`src/rtl/load_store_unit.sv`:
```
// ----------------------------------------------------------------------------
// load_store_unit
//
// This is the memory stage that sits directly after the ALU. The ALU result is
// the effective address and rt is the store data. The unit runs one load or
// store per accepted request over a req/ack data-memory port. Loads return
// sign- or zero-extended data to register writeback. Byte lanes are
// little-endian, so addr[1:0] = 0 selects bits 7:0.
//
// Configuration macro: LSU_MISALIGN_TRAP_EN
//   defined   : a misaligned half or word access faults with cause 01 and
//               issues no memory request.
//   undefined : the low address bits are forced to natural alignment and the
//               access proceeds normally.
//
// Parameter:
//   TIMEOUT_CYCLES : number of ACCESS cycles without mem_ack before a bus-error
//                    fault is raised. 0 disables the timeout.
//
// Ports:
//   clk_cpu      in   CPU clock; all state updates on the rising edge
//   reset        in   asynchronous, active-low reset
//   req_valid    in   request present on op/addr/wdata/rd
//   req_ready    out  unit can accept a request this cycle
//   op           in   MIPS load/store opcode
//   addr         in   effective address
//   wdata        in   store data, right-justified
//   rd           in   load destination register
//   mem_req      out  memory request, held until mem_ack
//   mem_we       out  1 = store
//   mem_addr     out  word address
//   mem_be       out  byte enables
//   mem_wdata    out  store data replicated into the selected lanes
//   mem_ack      in   memory done; mem_rdata is valid in the same cycle
//   mem_rdata    in   load word
//   wb_valid     out  one-cycle pulse: load result on wb_rd/wb_data
//   wb_rd        out  writeback register
//   wb_data      out  extended load data
//   fault        out  one-cycle pulse: request terminated with an error
//   fault_cause  out  01 misaligned, 10 timeout, 11 illegal op; held until
//                     the next fault
// ----------------------------------------------------------------------------
module load_store_unit #(
    parameter int unsigned TIMEOUT_CYCLES = 16
) (
    input  logic        clk_cpu,
    input  logic        reset,
    input  logic        req_valid,
    output logic        req_ready,
    input  logic [5:0]  op,
    input  logic [31:0] addr,
    input  logic [31:0] wdata,
    input  logic [4:0]  rd,
    output logic        mem_req,
    output logic        mem_we,
    output logic [31:0] mem_addr,
    output logic [3:0]  mem_be,
    output logic [31:0] mem_wdata,
    input  logic        mem_ack,
    input  logic [31:0] mem_rdata,
    output logic        wb_valid,
    output logic [4:0]  wb_rd,
    output logic [31:0] wb_data,
    output logic        fault,
    output logic [1:0]  fault_cause
);

    localparam logic [5:0] OP_LB  = 6'b100000;
    localparam logic [5:0] OP_LH  = 6'b100001;
    localparam logic [5:0] OP_LW  = 6'b100011;
    localparam logic [5:0] OP_LBU = 6'b100100;
    localparam logic [5:0] OP_LHU = 6'b100101;
    localparam logic [5:0] OP_SB  = 6'b101000;
    localparam logic [5:0] OP_SH  = 6'b101001;
    localparam logic [5:0] OP_SW  = 6'b101011;

    localparam logic [1:0] SZ_BYTE = 2'b00;
    localparam logic [1:0] SZ_HALF = 2'b01;
    localparam logic [1:0] SZ_WORD = 2'b10;

    localparam logic [1:0] CAUSE_MISALIGN = 2'b01;
    localparam logic [1:0] CAUSE_TIMEOUT  = 2'b10;
    localparam logic [1:0] CAUSE_ILLEGAL  = 2'b11;

    // The counter never passes TIMEOUT_CYCLES, so this width always holds it.
    localparam int TW = $clog2(TIMEOUT_CYCLES + 2);

    typedef enum logic [1:0] {
        ST_IDLE,
        ST_ACCESS,
        ST_RESP
    } state_t;

    state_t state_q, state_d;

    logic          req_ready_q, req_ready_d;
    logic          mem_req_q, mem_req_d;
    logic          mem_we_q, mem_we_d;
    logic [31:0]   mem_addr_q, mem_addr_d;
    logic [3:0]    mem_be_q, mem_be_d;
    logic [31:0]   mem_wdata_q, mem_wdata_d;
    logic          wb_valid_q, wb_valid_d;
    logic [4:0]    wb_rd_q, wb_rd_d;
    logic [31:0]   wb_data_q, wb_data_d;
    logic          fault_q, fault_d;
    logic [1:0]    fault_cause_q, fault_cause_d;

    logic          is_load_q, is_load_d;
    logic [1:0]    ld_size_q, ld_size_d;
    logic          ld_signed_q, ld_signed_d;
    logic [1:0]    ld_off_q, ld_off_d;
    logic [4:0]    rd_q, rd_d;
    logic [TW-1:0] timer_q, timer_d;

    logic          accept;
    logic          in_legal;
    logic          in_load;
    logic          in_signed;
    logic [1:0]    in_size;
    logic          in_misalign;
    logic [1:0]    in_off;
    logic [3:0]    in_be;
    logic [31:0]   in_wdata;
    logic          go_access;
    logic          go_error;
    logic          timeout_hit;
    logic [TW-1:0] timer_inc;

    assign accept = req_valid && req_ready_q;

    // Decode the incoming opcode into access size, direction and signedness.
    always_comb begin
        in_legal  = 1'b1;
        in_load   = 1'b0;
        in_signed = 1'b0;
        in_size   = SZ_BYTE;
        case (op)
            OP_LB:  begin in_load = 1'b1; in_signed = 1'b1; in_size = SZ_BYTE; end
            OP_LH:  begin in_load = 1'b1; in_signed = 1'b1; in_size = SZ_HALF; end
            OP_LW:  begin in_load = 1'b1;                   in_size = SZ_WORD; end
            OP_LBU: begin in_load = 1'b1;                   in_size = SZ_BYTE; end
            OP_LHU: begin in_load = 1'b1;                   in_size = SZ_HALF; end
            OP_SB:  in_size = SZ_BYTE;
            OP_SH:  in_size = SZ_HALF;
            OP_SW:  in_size = SZ_WORD;
            default: in_legal = 1'b0;
        endcase
    end

    // Alignment handling: either trap on misalignment, or round the lane
    // offset down to the natural boundary of the access size.
    always_comb begin
        in_misalign = 1'b0;
        in_off      = addr[1:0];
`ifdef LSU_MISALIGN_TRAP_EN
        if (in_size == SZ_HALF) begin
            in_misalign = addr[0];
        end else if (in_size == SZ_WORD) begin
            in_misalign = (addr[1:0] != 2'b00);
        end
`else
        if (in_size == SZ_HALF) begin
            in_off = {addr[1], 1'b0};
        end else if (in_size == SZ_WORD) begin
            in_off = 2'b00;
        end
`endif
    end

    // Byte enables and lane-replicated store data for the incoming request.
    always_comb begin
        in_be    = 4'b1111;
        in_wdata = wdata;
        case (in_size)
            SZ_BYTE: begin
                in_be    = 4'b0001 << in_off;
                in_wdata = {4{wdata[7:0]}};
            end
            SZ_HALF: begin
                in_be    = 4'b0011 << {in_off[1], 1'b0};
                in_wdata = {2{wdata[15:0]}};
            end
            default: begin
                in_be    = 4'b1111;
                in_wdata = wdata;
            end
        endcase
    end

    assign go_access = accept && in_legal && !in_misalign;
    assign go_error  = accept && (!in_legal || in_misalign);

    // The expiry cycle is the one whose un-acked end would bring the count to
    // TIMEOUT_CYCLES; an ack in that same cycle still completes the access.
    assign timer_inc   = timer_q + TW'(1);
    assign timeout_hit = (TIMEOUT_CYCLES != 0) && !mem_ack &&
                         (timer_inc == TW'(TIMEOUT_CYCLES));

    // Select the addressed lane from the returned word and extend it.
    function automatic logic [31:0] extract_load(
        input logic [31:0] word,
        input logic [1:0]  off,
        input logic [1:0]  size,
        input logic        sgn
    );
        logic [7:0]  b;
        logic [15:0] h;
        logic [31:0] result;
        case (off)
            2'd0:    b = word[7:0];
            2'd1:    b = word[15:8];
            2'd2:    b = word[23:16];
            default: b = word[31:24];
        endcase
        h = off[1] ? word[31:16] : word[15:0];
        case (size)
            SZ_BYTE: result = sgn ? {{24{b[7]}}, b} : {24'd0, b};
            SZ_HALF: result = sgn ? {{16{h[15]}}, h} : {16'd0, h};
            default: result = word;
        endcase
        return result;
    endfunction

    // State register.
    always_ff @(posedge clk_cpu or negedge reset) begin
        if (!reset) begin
            state_q <= ST_IDLE;
        end else begin
            state_q <= state_d;
        end
    end

    // Next-state logic. RESP accepts like IDLE so requests can overlap.
    always_comb begin
        state_d = state_q;
        case (state_q)
            ST_IDLE, ST_RESP: begin
                if (go_access) begin
                    state_d = ST_ACCESS;
                end else if (go_error) begin
                    state_d = ST_RESP;
                end else begin
                    state_d = ST_IDLE;
                end
            end
            ST_ACCESS: begin
                if (mem_ack || timeout_hit) begin
                    state_d = ST_RESP;
                end
            end
            default: state_d = ST_IDLE;
        endcase
    end

    // Output and datapath next values. Every output is registered, so each
    // value is computed for the state being entered.
    always_comb begin
        req_ready_d   = (state_d != ST_ACCESS);
        mem_req_d     = (state_d == ST_ACCESS);
        mem_we_d      = mem_we_q;
        mem_addr_d    = mem_addr_q;
        mem_be_d      = mem_be_q;
        mem_wdata_d   = mem_wdata_q;
        wb_valid_d    = 1'b0;
        wb_rd_d       = wb_rd_q;
        wb_data_d     = wb_data_q;
        fault_d       = 1'b0;
        fault_cause_d = fault_cause_q;
        is_load_d     = is_load_q;
        ld_size_d     = ld_size_q;
        ld_signed_d   = ld_signed_q;
        ld_off_d      = ld_off_q;
        rd_d          = rd_q;
        timer_d       = '0;

        case (state_q)
            ST_IDLE, ST_RESP: begin
                if (go_access) begin
                    mem_we_d    = !in_load;
                    mem_addr_d  = {addr[31:2], 2'b00};
                    mem_be_d    = in_be;
                    mem_wdata_d = in_wdata;
                    is_load_d   = in_load;
                    ld_size_d   = in_size;
                    ld_signed_d = in_signed;
                    ld_off_d    = in_off;
                    rd_d        = rd;
                end else if (go_error) begin
                    fault_d       = 1'b1;
                    fault_cause_d = in_legal ? CAUSE_MISALIGN : CAUSE_ILLEGAL;
                end
            end
            ST_ACCESS: begin
                timer_d = timer_inc;
                if (mem_ack) begin
                    if (is_load_q) begin
                        wb_valid_d = 1'b1;
                        wb_rd_d    = rd_q;
                        wb_data_d  = extract_load(mem_rdata, ld_off_q,
                                                  ld_size_q, ld_signed_q);
                    end
                end else if (timeout_hit) begin
                    fault_d       = 1'b1;
                    fault_cause_d = CAUSE_TIMEOUT;
                end
            end
            default: ;
        endcase
    end

    // Output and datapath registers. req_ready comes out of reset high
    // because the unit starts in IDLE.
    always_ff @(posedge clk_cpu or negedge reset) begin
        if (!reset) begin
            req_ready_q   <= 1'b1;
            mem_req_q     <= 1'b0;
            mem_we_q      <= 1'b0;
            mem_addr_q    <= '0;
            mem_be_q      <= '0;
            mem_wdata_q   <= '0;
            wb_valid_q    <= 1'b0;
            wb_rd_q       <= '0;
            wb_data_q     <= '0;
            fault_q       <= 1'b0;
            fault_cause_q <= '0;
            is_load_q     <= 1'b0;
            ld_size_q     <= '0;
            ld_signed_q   <= 1'b0;
            ld_off_q      <= '0;
            rd_q          <= '0;
            timer_q       <= '0;
        end else begin
            req_ready_q   <= req_ready_d;
            mem_req_q     <= mem_req_d;
            mem_we_q      <= mem_we_d;
            mem_addr_q    <= mem_addr_d;
            mem_be_q      <= mem_be_d;
            mem_wdata_q   <= mem_wdata_d;
            wb_valid_q    <= wb_valid_d;
            wb_rd_q       <= wb_rd_d;
            wb_data_q     <= wb_data_d;
            fault_q       <= fault_d;
            fault_cause_q <= fault_cause_d;
            is_load_q     <= is_load_d;
            ld_size_q     <= ld_size_d;
            ld_signed_q   <= ld_signed_d;
            ld_off_q      <= ld_off_d;
            rd_q          <= rd_d;
            timer_q       <= timer_d;
        end
    end

    assign req_ready   = req_ready_q;
    assign mem_req     = mem_req_q;
    assign mem_we      = mem_we_q;
    assign mem_addr    = mem_addr_q;
    assign mem_be      = mem_be_q;
    assign mem_wdata   = mem_wdata_q;
    assign wb_valid    = wb_valid_q;
    assign wb_rd       = wb_rd_q;
    assign wb_data     = wb_data_q;
    assign fault       = fault_q;
    assign fault_cause = fault_cause_q;

endmodule

```
`config.mk`:
```
export PLATFORM = sky130hd
export DESIGN_NAME = load_store_unit
export DESIGN_NICKNAME = d
export VERILOG_FILES = /design/src/rtl/load_store_unit.sv
export SDC_FILE = /design/constraint.sdc
export NUM_CORES = 1
export LEC_CHECK = 0
export CAP_MARGIN = 20
export CORE_MARGIN = 10
export CORE_UTILIZATION = 45
export CTS_BUF_LIST = sky130_fd_sc_hd__clkbuf_8
export DETAILED_ROUTE_END_ITERATION = 12
export GPL_ROUTABILITY_DRIVEN = 0
export PLACE_DENSITY_LB_ADDON = 0.25
export SLEW_MARGIN = 10
export SYNTH_ARGS = -nofsm -noshare
export SYNTH_HDL_FRONTEND = slang
export SYNTH_SLANG_ARGS = --single-unit
```
`constraint.sdc`:
```
create_clock -name clk_cpu -period 1.9 [get_ports clk_cpu]
set_input_delay 0.19 -clock clk_cpu [delete_from_list [all_inputs] [get_ports clk_cpu]]
set_output_delay 0.19 -clock clk_cpu [all_outputs]
set_load 0.01 [all_outputs]
```
==> flow_summary_export.csv, run 1 <==
group,metric,value,unit
synth,syn-cell-area,5750,um^2
floorplanning,ios,223,
route,antenna_left,0,
final_layout,nets,866,
route,drt_iter0_markers,443,
setup_path,end_kind,"flip-flop",
final_layout,mostFrequentLayoutCell,"clkdlybuf4s50_1",
synth,yosysWarnings,0,
setup_path,crit_type,"flip-flop to flip-flop",
synth,ys.flop_type,"dfrtp_1",
synth,synth_fa_ha_area_share,0.435,%
floorplanning,start_util,45.7,%
cts,clk_pin_slew,0.07,ns
synth,synth_mux_area_share,12.7,%
pwr,switching_share,29.7,%
synth,synthCells,519,
timing,period_share,95.5,%
timing,finalWorstSetupSlack,0.0860,ns
timing,layout_min_cycle_time,1.81,ns
final_layout,diodes,0,
pwr,clkPwrFrac,25.2,%
floorplanning,dieArea,17700,um^2
route,drt_wl_total,18.6,mm
job,drv_cap,0,
cts,numCtsBuffers,17,
floorplanning,die_h,133,um
pwr,power_leakage,3.74,nW
synth,synthSimpleGateAreaFrac,9.90,%
cts,htreeDepth,4,
placed_design,port_buffers,220,
synth,ys_ff_latch,128,
global_routing,grt_pass1_wl,30.4,mm
pwr,p_sw,2.55,mW
synth,synth_compound_area_share,16.8,%
synth,synthXorXnorAreaFrac,0.457,%
setup_path,worstReg2RegStart,"ld_off_q[1]$_DFFE_PN0P_",
route,firstDrtPassIters,5,
timing,finalHoldViolCount,0,
route,routedWlPerCell,19.8,um
setup_path,cp_data_required_time,2.22,ns
outcome,outcome,"complete, no violations",
hold_path,hold_path_startpoint,"wdata[24]",
timing,drv_slew,0,
floorplanning,num_rows,41,
synth,syn_avg_cell_area,11.1,um^2
floorplanning,core_area,12600,um^2
global_routing,grt_antenna_before_repair,0,
setup_path,crit_start,"ld_off_q[1]$_DFFE_PN0P_",
synth,yosysUniqueCellTypes,53,
global_routing,grt_pass1_vias,5618,
final_layout,most-common-layout-cells,"219 x clkdlybuf4s50_1, 127 x dfrtp_1, 69 x a21oi_1, 57 x nand2_1, 43 x mux2_2",
pwr,seqPwrFrac,42.2,%
global_routing,grt_usage,21.5,%
synth,synth_edf_count,0,
timing,finalSetupTns,0,ns
global_routing,overflow,0,
timing,setup_viol,0,
pwr,combPwrFrac,32.6,%
setup_path,critical_path.max_fanout,15,
placed_design,dpl_worst_slack,-0.0465,ns
route,via_count,5104,
cts,cts.sinks,128,
cts,tritoncts,"yes",
pwr,p_int,6.01,mW
final_layout,syn_to_final_growth,51.1,%
synth,synth-async-reset-ratio,100,%
synth,ys_seq_area_share,55.7,%
final_layout,post-route-util,69.1,%
timing,slew_headroom,54.5,%
synth,synth_top_family_by_area,"compound AO/OA/AOI/OAI gates",
final_layout,drive_gt1_share,14.6,%
placed_design,hpwl,14.0,mm
hold_path,hp-class,"input port to flip-flop",
route,post-route-drc-count,0,
pwr,power_density,986,nW/um^2
cts,clock_path_buffers,2,
floorplanning,fp.dieW,133,um
route,vias_per_cell,5.44,
cts,cts_setup_buffers,0,
timing,max_freq,551,MHz
timing,worst_pin_slew,0.682,ns
setup_path,cp.arrival,2.14,ns
timing,rsz0062_at_grt,"no",
cts,clkLatencyLatePin,0.45,ns
pwr,ir_drop,681,uV
final_layout,fill_cells,959,
global_routing,grt_max_degree,129,
cts,cts_root_buf,"clkbuf_8",
setup_path,crit_path_start_kind,"flip-flop",
timing,skew,0.00687,ns
[power by group through the flow]
stage / logic [mW] / registers [mW] / clock network [mW]
after floorplan: 0.923 / 3.83 / 0
after global placement: 2.75 / 3.62 / 0
after detailed placement: 2.80 / 3.66 / 0
after CTS: 2.82 / 3.62 / 2.20
after global routing: 3.02 / 3.69 / 2.30
final: 2.79 / 3.61 / 2.16
[Yosys cell counts, types with 2 or more instances]
cell       instances  area share, %
a21o_1             3           0.39
a221oi_1           2           0.30
a21oi_1           69            6.0
buf_1              3           0.20
buf_2             14            1.2
mux2_2            43            8.4
dfrtp_1          127             55
clkbuf_1          10           0.65
a22oi_1            5           0.65
nor2b_1            4           0.44
a222oi_1           4           0.70
mux2_1             4           0.78
and2_1             2           0.22
mux2i_1           15            2.6
buf_4              7           0.91
o2bb2ai_1          4           0.61
nand2_1           57            3.7
a22o_1            16            2.4
mux2_4             2           0.52
o21a_1             2           0.26
nand2b_1           4           0.44
a31oi_1           12            1.3
o21ai_0           13            1.1
o211ai_1           2           0.26
buf_6              2           0.39
and3_1             8           0.87
ha_1               2           0.44
nor2_1            39            2.5
nor3_2             2           0.35
inv_1              6           0.39
nand3_1            6           0.52
o22a_1             8            1.2
xor2_1             2           0.30
[cells by family after synthesis]
group,count (synthesis)
AOI/OAI and AO/OA,149
xor gates and xnor gates,3
buffers and inverters,43
other,1
muxes,65
DFF,128
and+or+nand+nor,128
adders and majority gates,2
[sequential cells by signal, summed over array words and instances (netlist names)]
name         flops
fault_cause      2
mem_be           4
ld_size_q        2
wb_rd            5
mem_req          1
rd_q             5
req_ready        1
is_load_q        1
fault            1
wb_valid         1
mem_wdata       32
state_q          2
ld_off_q         2
wb_data         32
mem_we           1
timer_q          5
mem_addr        30
ld_signed_q      1
[path summary, 6_finish.rpt]
path / end / depth (start not counted) / slack, ns
min reg2reg: wb_rd[4]$_DFFE_PN0P_ / 2 / 0.47
max reg2reg: wb_data[7]$_DFFE_PN0P_ / 5 / 0.09
min in group asynchronous: fault_cause[1]$_DFFE_PN0P_ / 3 / 0.39
max: wb_data[7]$_DFFE_PN0P_ / 5 / 0.09
min: mem_wdata[24]$_DFFE_PN0P_ / 3 / 0.31
max in group asynchronous: mem_wdata[14]$_DFFE_PN0P_ / 3 / 1.01
[per-stage QoR]
stage / instance area, um^2 / total power [mW] / cells / hold slack [ns]
5_1_grt: 8680 / 9.01 / 938 / 0.316
3_3_place_gp: 8300 / 6.37 / 905 / 0.354
6_report: 8680 / 8.56 / 938 / 0.308
4_1_cts: 8670 / 8.64 / 938 / 0.291
2_1_floorplan: 5750 / 4.76 / 520 / -0.106
3_5_place_dp: 8300 / 6.45 / 905 / 0.363
[worst max-delay path: stages (launching register included)]
cell and delay [ns]:
dfrtp_1 0.47, buf_4 0.27, clkinv_1 0.29, a22o_1 0.30, a221oi_1 0.26, a21oi_1 0.11
[routing by layer]
metal / wire, um / global-route usage (%) / vias up
met1: 7160 / 23.9 / 2523
met3: 2060 / 10.8 / 31
li1: - / - / 2332
met2: 8920 / 34.8 / 218
met4: 423 / 7.82 / 0
met5: 0 / 0 / -
[timing repair]
item / CTS / global route
setup endpoints to repair: 0 / 3
resized for setup: 0 / 2
hold endpoints to repair: 127 / 0
hold buffers: 1 / 0
[final cells by class]
| type | count | area [um^2] | share of cell area (%) |
|---|---|---|---|
| clock buffer | 21 | 289 | 3.33 |
| multi-input combinational | 349 | 2360 | 27.2 |
| sequential | 128 | 3200 | 36.9 |
| tap | 172 | 215 | 2.48 |
| inverter | 7 | 26.3 | 0.303 |
| clock inverter | 11 | 73.8 | 0.850 |
| timing repair buffer | 250 | 2510 | 29.0 |
Power figures use the tool's default switching activity.
==> run 2: changes to the inputs <==
- CTS_CLUSTER_SIZE: default -> 24
==> results of run 2 <==
No change in the layout: final DEF, timing and power equal those of run 1.
